[config.mk]
export PLATFORM = sky130hd
export DESIGN_NAME = raven_adc_ctrl_flat
export DESIGN_NICKNAME = d
export VERILOG_FILES = /design/src/rtl/raven_adc_pkg.sv /design/src/rtl/raven_adc_ctrl_if.sv /design/src/rtl/raven_adc_sar.sv /design/src/rtl/raven_adc_ctrl.sv /design/src/flat_wrapper.sv
export SDC_FILE = /design/constraint.sdc
export NUM_CORES = 1
export LEC_CHECK = 0
export ABC_CLOCK_PERIOD_IN_PS = 4150
export CAP_MARGIN = 5
export CORE_MARGIN = 3
export CORE_UTILIZATION = 46
export CTS_CLUSTER_SIZE = 8
export DETAILED_ROUTE_END_ITERATION = 16
export PLACE_DENSITY_LB_ADDON = 0.12
export SLEW_MARGIN = 40
export SYNTH_ARGS = -nofsm -noshare
export SYNTH_HDL_FRONTEND = slang
export SYNTH_HIERARCHICAL = 1
export SYNTH_SLANG_ARGS = --single-unit
[constraint.sdc]
create_clock -name clk -period 4.15 [get_ports clk]
set_input_delay 0.6225 -clock clk [delete_from_list [all_inputs] [get_ports clk]]
set_output_delay 0.6225 -clock clk [all_outputs]
set_load 0.02 [all_outputs]
[src/rtl/raven_adc_pkg.sv]
// Shared constants for the Raven SAR ADC controller: FSM encoding, register
// offsets and CTRL/STATUS bit positions.
package raven_adc_pkg;

  typedef enum logic [1:0] {
    S_IDLE    = 2'd0,
    S_SAMPLE  = 2'd1,
    S_CONVERT = 2'd2,
    S_DONE    = 2'd3
  } sar_state_e;

  // Register select, taken from iomem_addr[3:2]
  localparam logic [1:0] REG_CTRL   = 2'd0;
  localparam logic [1:0] REG_STATUS = 2'd1;
  localparam logic [1:0] REG_DATA   = 2'd2;
  localparam logic [1:0] REG_RSVD   = 2'd3;

  // CTRL bits
  localparam int CTRL_EN     = 0;
  localparam int CTRL_START  = 1;
  localparam int CTRL_SEL_LO = 2;

  // STATUS bits
  localparam int STAT_BUSY = 0;
  localparam int STAT_DONE = 1;

endpackage

[src/rtl/raven_adc_ctrl_if.sv]
// Simple iomem bus as seen by the ADC controller (already address-decoded).
interface raven_adc_ctrl_if;
  logic        iomem_valid;
  logic        iomem_ready;
  logic [3:0]  iomem_wstrb;
  logic [3:0]  iomem_addr;
  logic [31:0] iomem_wdata;
  logic [31:0] iomem_rdata;

  modport master (
    output iomem_valid, iomem_wstrb, iomem_addr, iomem_wdata,
    input  iomem_ready, iomem_rdata
  );

  modport slave (
    input  iomem_valid, iomem_wstrb, iomem_addr, iomem_wdata,
    output iomem_ready, iomem_rdata
  );
endinterface

[src/rtl/raven_adc_sar.sv]
// Successive-approximation engine: SAMPLE -> one CONVERT cycle per bit -> DONE.
module raven_adc_sar
  import raven_adc_pkg::*;
#(
  parameter int BITS = 10
) (
  input  logic            clk,
  input  logic            resetn,
  input  logic            enable,    // next-cycle enable; low aborts a conversion
  input  logic            start,
  input  logic            comp_in,
  output logic [BITS-1:0] dac_code,
  output logic [BITS-1:0] adc_data,
  output logic            adc_hold,
  output logic            busy,
  output logic            done
);

  localparam int IW = (BITS > 1) ? $clog2(BITS) : 1;

  sar_state_e      state_q, state_d;
  logic [BITS-1:0] dac_q, dac_d;
  logic [BITS-1:0] data_q, data_d;
  logic [IW-1:0]   bit_q, bit_d;
  logic            done_q, done_d;

  // State and datapath registers
  always_ff @(posedge clk or negedge resetn) begin
    if (!resetn) begin
      state_q <= S_IDLE;
      dac_q   <= '0;
      data_q  <= '0;
      bit_q   <= '0;
      done_q  <= 1'b0;
    end else begin
      state_q <= state_d;
      dac_q   <= dac_d;
      data_q  <= data_d;
      bit_q   <= bit_d;
      done_q  <= done_d;
    end
  end

  // Next-state: trial bit is resolved by comp_in, then the next lower bit is tried
  always_comb begin
    state_d = state_q;
    dac_d   = dac_q;
    data_d  = data_q;
    bit_d   = bit_q;
    done_d  = done_q;
    case (state_q)
      S_IDLE: begin
        if (start && enable) begin
          state_d = S_SAMPLE;
          done_d  = 1'b0;
        end
      end
      S_SAMPLE: begin
        state_d          = S_CONVERT;
        dac_d            = '0;
        dac_d[BITS-1]    = 1'b1;
        bit_d            = IW'(BITS - 1);
      end
      S_CONVERT: begin
        dac_d[bit_q] = comp_in;
        if (bit_q == '0) begin
          data_d  = dac_d;
          state_d = S_DONE;
        end else begin
          dac_d[bit_q - 1'b1] = 1'b1;
          bit_d               = bit_q - 1'b1;
        end
      end
      S_DONE: begin
        done_d  = 1'b1;
        state_d = S_IDLE;
      end
      default: state_d = S_IDLE;
    endcase
    // Dropping enable mid-conversion discards the conversion entirely
    if (!enable && (state_q == S_SAMPLE || state_q == S_CONVERT)) begin
      state_d = S_IDLE;
      dac_d   = '0;
      data_d  = data_q;
    end
  end

  assign dac_code = dac_q;
  assign adc_data = data_q;
  assign adc_hold = (state_q == S_CONVERT);
  assign busy     = (state_q == S_SAMPLE) || (state_q == S_CONVERT);
  assign done     = done_q;

endmodule

[src/rtl/raven_adc_ctrl.sv]
// Raven ADC controller top: iomem register block around the SAR engine.
module raven_adc_ctrl
  import raven_adc_pkg::*;
#(
  parameter int BITS = 10
) (
  input  logic             clk,
  input  logic             resetn,
  raven_adc_ctrl_if.slave  bus,
  input  logic             comp_in,
  output logic [BITS-1:0]  dac_code,
  output logic [1:0]       adc_sel,
  output logic             adc_hold,
  output logic [BITS-1:0]  adc_data,
  output logic             adc_done
);

  logic        ready_q, ready_d;
  logic [31:0] rdata_q, rdata_d;
  logic        en_q, en_d;
  logic [1:0]  sel_q, sel_d;
  logic        accept, is_wr, ctrl_wr, start_req, busy;
  logic [1:0]  reg_sel;

  // A request is taken only when ready is not already pulsing, so valid must be re-sampled
  assign accept    = bus.iomem_valid && !ready_q;
  assign is_wr     = |bus.iomem_wstrb;
  assign reg_sel   = bus.iomem_addr[3:2];
  assign ctrl_wr   = accept && bus.iomem_wstrb[0] && (reg_sel == REG_CTRL);
  assign start_req = ctrl_wr && bus.iomem_wdata[CTRL_START];

  // Bus and CTRL registers
  always_ff @(posedge clk or negedge resetn) begin
    if (!resetn) begin
      ready_q <= 1'b0;
      rdata_q <= '0;
      en_q    <= 1'b0;
      sel_q   <= '0;
    end else begin
      ready_q <= ready_d;
      rdata_q <= rdata_d;
      en_q    <= en_d;
      sel_q   <= sel_d;
    end
  end

  // CTRL update, ack generation and read mux
  always_comb begin
    en_d    = en_q;
    sel_d   = sel_q;
    ready_d = accept;
    rdata_d = '0;
    if (ctrl_wr) begin
      en_d  = bus.iomem_wdata[CTRL_EN];
      sel_d = bus.iomem_wdata[CTRL_SEL_LO +: 2];
    end
    if (accept && !is_wr) begin
      case (reg_sel)
        REG_CTRL: begin
          rdata_d[CTRL_EN]          = en_q;
          rdata_d[CTRL_SEL_LO +: 2] = sel_q;
        end
        REG_STATUS: begin
          rdata_d[STAT_BUSY] = busy;
          rdata_d[STAT_DONE] = adc_done;
        end
        REG_DATA: rdata_d[BITS-1:0] = adc_data;
        default:  rdata_d = '0;
      endcase
    end
  end

  // The SAR sees the post-write enable so a same-cycle enable+start works
  // and an enable=0 write aborts on the accepting edge.
  raven_adc_sar #(.BITS(BITS)) u_sar (
    .clk      (clk),
    .resetn   (resetn),
    .enable   (en_d),
    .start    (start_req),
    .comp_in  (comp_in),
    .dac_code (dac_code),
    .adc_data (adc_data),
    .adc_hold (adc_hold),
    .busy     (busy),
    .done     (adc_done)
  );

  assign bus.iomem_ready = ready_q;
  assign bus.iomem_rdata = rdata_q;
  assign adc_sel         = sel_q;

  logic unused_bits;
  assign unused_bits = ^{bus.iomem_wdata[31:4], bus.iomem_addr[1:0]};

endmodule

[src/flat_wrapper.sv]
// flat-port wrapper written by rule: the top's interface ports become plain ports
module raven_adc_ctrl_flat import raven_adc_pkg::*;
#(
  parameter int BITS = 10
)
  (clk, resetn, comp_in, dac_code, adc_sel, adc_hold, adc_data, adc_done, bus_iomem_valid, bus_iomem_wstrb, bus_iomem_addr, bus_iomem_wdata, bus_iomem_ready, bus_iomem_rdata);
  raven_adc_ctrl_if bus_i ();
  input  logic clk;
  input  logic resetn;
  input  logic comp_in;
  output logic [BITS-1:0] dac_code;
  output logic [1:0] adc_sel;
  output logic adc_hold;
  output logic [BITS-1:0] adc_data;
  output logic adc_done;
  input wire logic [$bits(bus_i.iomem_valid)-1:0] bus_iomem_valid;
  input wire logic [$bits(bus_i.iomem_wstrb)-1:0] bus_iomem_wstrb;
  input wire logic [$bits(bus_i.iomem_addr)-1:0] bus_iomem_addr;
  input wire logic [$bits(bus_i.iomem_wdata)-1:0] bus_iomem_wdata;
  output wire logic [$bits(bus_i.iomem_ready)-1:0] bus_iomem_ready;
  output wire logic [$bits(bus_i.iomem_rdata)-1:0] bus_iomem_rdata;
  assign bus_i.iomem_valid = bus_iomem_valid;
  assign bus_i.iomem_wstrb = bus_iomem_wstrb;
  assign bus_i.iomem_addr = bus_iomem_addr;
  assign bus_i.iomem_wdata = bus_iomem_wdata;
  assign bus_iomem_ready = bus_i.iomem_ready;
  assign bus_iomem_rdata = bus_i.iomem_rdata;
  raven_adc_ctrl #(.BITS(BITS)) u_core (.clk(clk), .resetn(resetn), .bus(bus_i), .comp_in(comp_in), .dac_code(dac_code), .adc_sel(adc_sel), .adc_hold(adc_hold), .adc_data(adc_data), .adc_done(adc_done));
endmodule
# == Word level (Yosys, flattened, before mapping) ==
# Cells that the tools add are included.
# word_totals
n_memories,0
ramBits,0
regBits,41
rom_bits,0
latch_bits,0
out_inout_bits,57
wordCells,71
# classes
multipliers,0
shift,0
eq_ne,9
div_mod_pow,0
n_addsub,1
n_bitwise,2
order_cmp,4
reduce_logical,24
mux,22
# op_table
cell,n
two-way mux 10 bit,3
one-hot mux 10 bit (2 select lines),1
bitwise mux 10 bit,1
< comparator 4 x 5 -> 1 bit (second input constant),2
OR 10 bit,1
logical AND 1 bit,9
demux 1 bit (select 4 bit),2
greater-or-equal comparator 4 x 1 -> 1 bit (second input constant),2
one-hot mux 2 bit (4 select lines),1
one-hot mux 4 bit (2 select lines),1
== test 2 bit (second input constant),3
two-way mux 2 bit,3
two-way mux 6 bit,1
AND reduction 2 bit,3
== test 2 x 1 -> 1 bit (second input constant),2
logical NOT 2 bit,2
logical NOT 4 bit,1
two-way mux 1 bit,4
two-way mux 4 bit,1
inequality test 2 bit (second input constant),2
one-hot mux 1 bit (2 select lines),2
one-hot mux 2 bit (2 select lines),1
nonzero test 2 bit,2
OR reduction 4 bit,1
other kinds (9),11

# == Depth between registers and ports, before layout ==
# depth
word_depth,9
mapped_depth,9
mapped_depth_nobuf,8

# == Modules after synthesis ==
# Netlist, hierarchy kept.
# modules_own_cells
module,seq_area_each_um2,instances,area_per_inst_um2,cells_per_inst
raven_adc_sar,675.6,1,1605.3,154
raven_adc_ctrl,350.3,1,789.5,75

# == Worst setup path after synthesis ==
# Ideal clock, no wire load.
# synth_timing
path_kind,in2reg
from,in bus_iomem_addr[2]
to,"reg u_core.u_sar.dac_q[3], in the netlist u_core/u_sar/dac_code[3]"
arrival_time_ps,2051
setup_ps,136
required_time_ps,4014
cell_stages,9
n_path_buf,1
path_slack_ps,1963
path_cell_list,inv_1 ha_1 nand4b_1 mux2_2 nand3_1 clkbuf_1 o21ai_0 nand2_1 o41ai_1
# synth_between
elab_chain_cells,6
# synth_lines
item,line_no,rtl
start: declaration,flat_wrapper.sv:18,input wire logic [$bits(bus_i.iomem_addr)-1:0] bus_iomem_addr;
logical NOT 2 bit (*),raven_adc_ctrl.sv:29,assign ctrl_wr = accept && bus.iomem_wstrb[0] && (reg_sel == REG_CTRL);
logical AND 1 bit (*),raven_adc_ctrl.sv:29,
two-way mux 1 bit (*),raven_adc_ctrl.sv:53,if (ctrl_wr) begin
net u_core.en_d,raven_adc_ctrl.sv:20,"logic en_q, en_d;"
logical NOT 1 bit (*),raven_adc_sar.sv:81,if (!enable && (state_q == S_SAMPLE || state_q == S_CONVERT)) begin
logical AND 1 bit (*),raven_adc_sar.sv:81,
nonzero test 3 bit (no line) / two-way mux 10 bit (equally long branches),--,
end signal: assignment,raven_adc_sar.sv:31,dac_q <= '0;
end signal: assignment,raven_adc_sar.sv:37,dac_q <= dac_d;
end: declaration,raven_adc_sar.sv:22,"logic [BITS-1:0] dac_q, dac_d;"
# The timed path passes the listed nets; every way through them passes the cells marked *.
# A chain may end at the register's enable or synchronous reset.

# == Worst setup path in the final report ==
# Same ends and word-level chain as after synthesis.

==> out/metrics.csv <==
metric,value,unit
status,finished clean,
netlist.top_cell.by_area,dfrtp_1,
cp.arrival,2.85,ns
met2_usage,29.4,%
synth_fa_ha_area_share,7.31,%
grt.total_usage,17.9,%
placed_cells,331,
synthXorXnorAreaFrac,0,%
cp_cell_sequence,clkdlybuf4s50_1 > inv_1 > ha_1 > nand4b_1 > mux2_2 > nand3_1 > o41ai_1,
met3_usage,4.01,%
synth_area_leaders,"dfrtp_1 43%, ha_1 7.3%, buf_4 6.9%",
synth_top_family_by_area,compound AO/OA/AOI/OAI gates,
yosysTopAreaCellShare,42.8,%
fmax,0.375,GHz
setup_viol,0,
synth_area,0.00239,mm2
tightest_slew,0.570,ns
slew_viol_final,0,
seq_area,0.00103,mm2
holdCritPathClass,input pin to asynchronous set/reset pin,
grt_busiest_layer,met2,
finalHoldViolCount,0,
die_w,78.2,um
cpLargestDelayFamily,simple AND/OR/NAND/NOR gates,
relSlewSlack,61.5,%
post-cts-setup-buffer-count,0,
cts_tree,done,
synthSimpleGateAreaFrac,14.3,%
period_share,64.3,%
hold_buffers,0,
synth_compound_gate_area_share,15.3,%
worstPathMaxFanout,11,
nFillCells,442,
ys.flop_type,dfrtp_1,
numPortBuffers,48,
final_util,59.7,%
cts.clk_slew.worst_paths,0.08,ns
power_density,568,mW/mm2
cts-htree-levels,2,
synth.area.mux_share,8.57,%
grt_pass1_wl,8700,um
ys_types,47,
ir_drop,359,uV
fp.dieArea,0.00611,mm2
path_buf_inv,2,
yosysSeqAreaShare,42.8,%
numCtsBuffers,5,
area_delta_synth_final,21.7,%
grt_pass1_vias,1748,
clock_path_buffers,2,
vias,1760,
critPathMaxStageDelay,0.46,ns
postRouteAntennaNets,0,
gp_congestion,0.755,
cap_viol_max_count,0,
avgSynthCellArea,10.5,um2
multi_input_area,0.00117,mm2
synth.most_common_cell,dfrtp_1,
clock-root-buffer,clkbuf_8,
synth_edf_count,0,
p_leak,1.30,nW
die_h,78.2,um
synth_commonest_cells,"41 x dfrtp_1, 22 x buf_4, 19 x nand2_1, 14 x ha_1, 13 x nor2_1",
rsz0062_at_grt,false,
setup_tns,0,ns
drt-pass1-iter-count,4,
ios,101,
initial_core_util,49.1,%
ys_ff_latch,41,
critPathCaptureType,flop,
clkLatencyLatePin,0.29,ns
wire_per_inst,15.2,um
drc,0,
grt_max_degree,42,
crit_path_start_kind,input pin,
fin_crit,2.67,ns
antenna_found_initial,0,
required,4.34,ns
crit_path_top_delay_cell,clkdlybuf4s50_1,
dp_hpwl,3770,um
fin_skew,0.00404,ns
cts_resized,0,
drt_iter0_drc,82,
final_cells,339,
crit_type,input pin to flop,
drive_gt1_share,9.93,%
wirelength,5160,um
viasPerCell,5.19,
coreArea,0.00488,mm2
clkSinkCount,41,
syn-instance-count,229,
diodes,0,
use_met1,24.0,%
overflow,0,
ys_async_sr_fraction,100,%
ys_warn_count,6,
rows,25,
layout.nets,329,
==> sequential cells by signal (all words and copies together), names as in the netlist <==
signal,count
u_core/bus.iomem_ready,1
u_core/u_sar/bit_q,4
u_core/u_sar/done,1
u_core/u_sar/state_q,2
u_core/bus.iomem_rdata,10
u_core/en_q,1
u_core/adc_sel,2
u_core/u_sar/adc_data,10
u_core/u_sar/dac_code,10
==> cell usage in the layout, fill, tap and decap left out, drive strengths merged, types with 3 or more instances in the layout <==
cell | synthesis | routed
a21oi | 9 | 9
a22oi | 4 | 4
a31oi | 3 | 3
clkbuf | 7 | 5
clkdlybuf4s50 | 0 | 47
conb | 1 | 22
dfrtp | 41 | 41
ha | 14 | 14
inv | 10 | 10
mux2 | 12 | 12
mux2i | 7 | 7
nand2 | 19 | 19
nand3b | 3 | 3
nor2 | 14 | 14
nor3 | 9 | 9
nor3b | 3 | 3
o21ai | 7 | 7
o2bb2ai | 7 | 7
==> cells by family (layout without fill, tap and decap cells) <==
kind of cell | count (synthesis) | in the layout
AOI/OAI and AO/OA | 48 | 48
buffers and inverters | 45 | 67
DFF | 41 | 41
other | 1 | 22
muxes | 19 | 19
adders and majority gates | 14 | 14
and+or+nand+nor | 61 | 61
==> cell type report <==
type | count | area share [%]
Sequential cell | 41 | 35.2
Timing Repair Buffer | 48 | 16.4
Clock buffer | 5 | 2.36
Tap cell | 67 | 2.88
Multi-Input combinational cell | 164 | 40.2
Inverter | 11 | 1.42
Clock inverter | 3 | 1.59
==> final timing paths <==
kind	start	end	slack [ns]	depth (start not counted)
max	bus_iomem_addr[2]	u_core/u_sar/dac_code[3]	1.48	7
min	resetn	u_core/u_sar/dac_code[6]	0.30	1
max reg2reg	u_core/u_sar/bit_q[0]	u_core/u_sar/adc_data[8]	1.93	5
min reg2reg	u_core/u_sar/dac_code[4]	u_core/u_sar/dac_code[4]	0.52	1
max in group asynchronous	resetn	u_core/u_sar/done	3.49	1
min in group clk	u_core/u_sar/dac_code[4]	u_core/u_sar/dac_code[4]	0.52	1
==> stage by stage <==
stage	setup WS, ns	hold WS, ns	instance area [um2]	total power, W
5_1_grt	1.27	0.331	2920	0.00179
6_report	1.48	0.296	2920	0.00166
3_3_place_gp	1.18	0.494	2800	0.00133
3_5_place_dp	1.19	0.494	2800	0.00134
2_1_floorplan	1.96	0.327	2470	0.00112
4_1_cts	1.48	0.318	2920	0.00167
==> power breakdown <==
part | internal (W) | total [W] | switching, W
sequential | 0.000478 | 0.000591 | 0.000113
clock | 0.000180 | 0.000325 | 0.000145
combinational | 0.000314 | 0.000741 | 0.000427
==> routing by layer <==
layer  vias to the layer above  routed length (um)  share of wire [%]
li1                        857                   -                  -
met5                         -                   0                  0
met4                         0                  65                1.3
met3                         6                 204                4.0
met1                       855                2390                 46
met2                        42                2510                 49
Note: power is estimated with default switching activity, not from simulation.
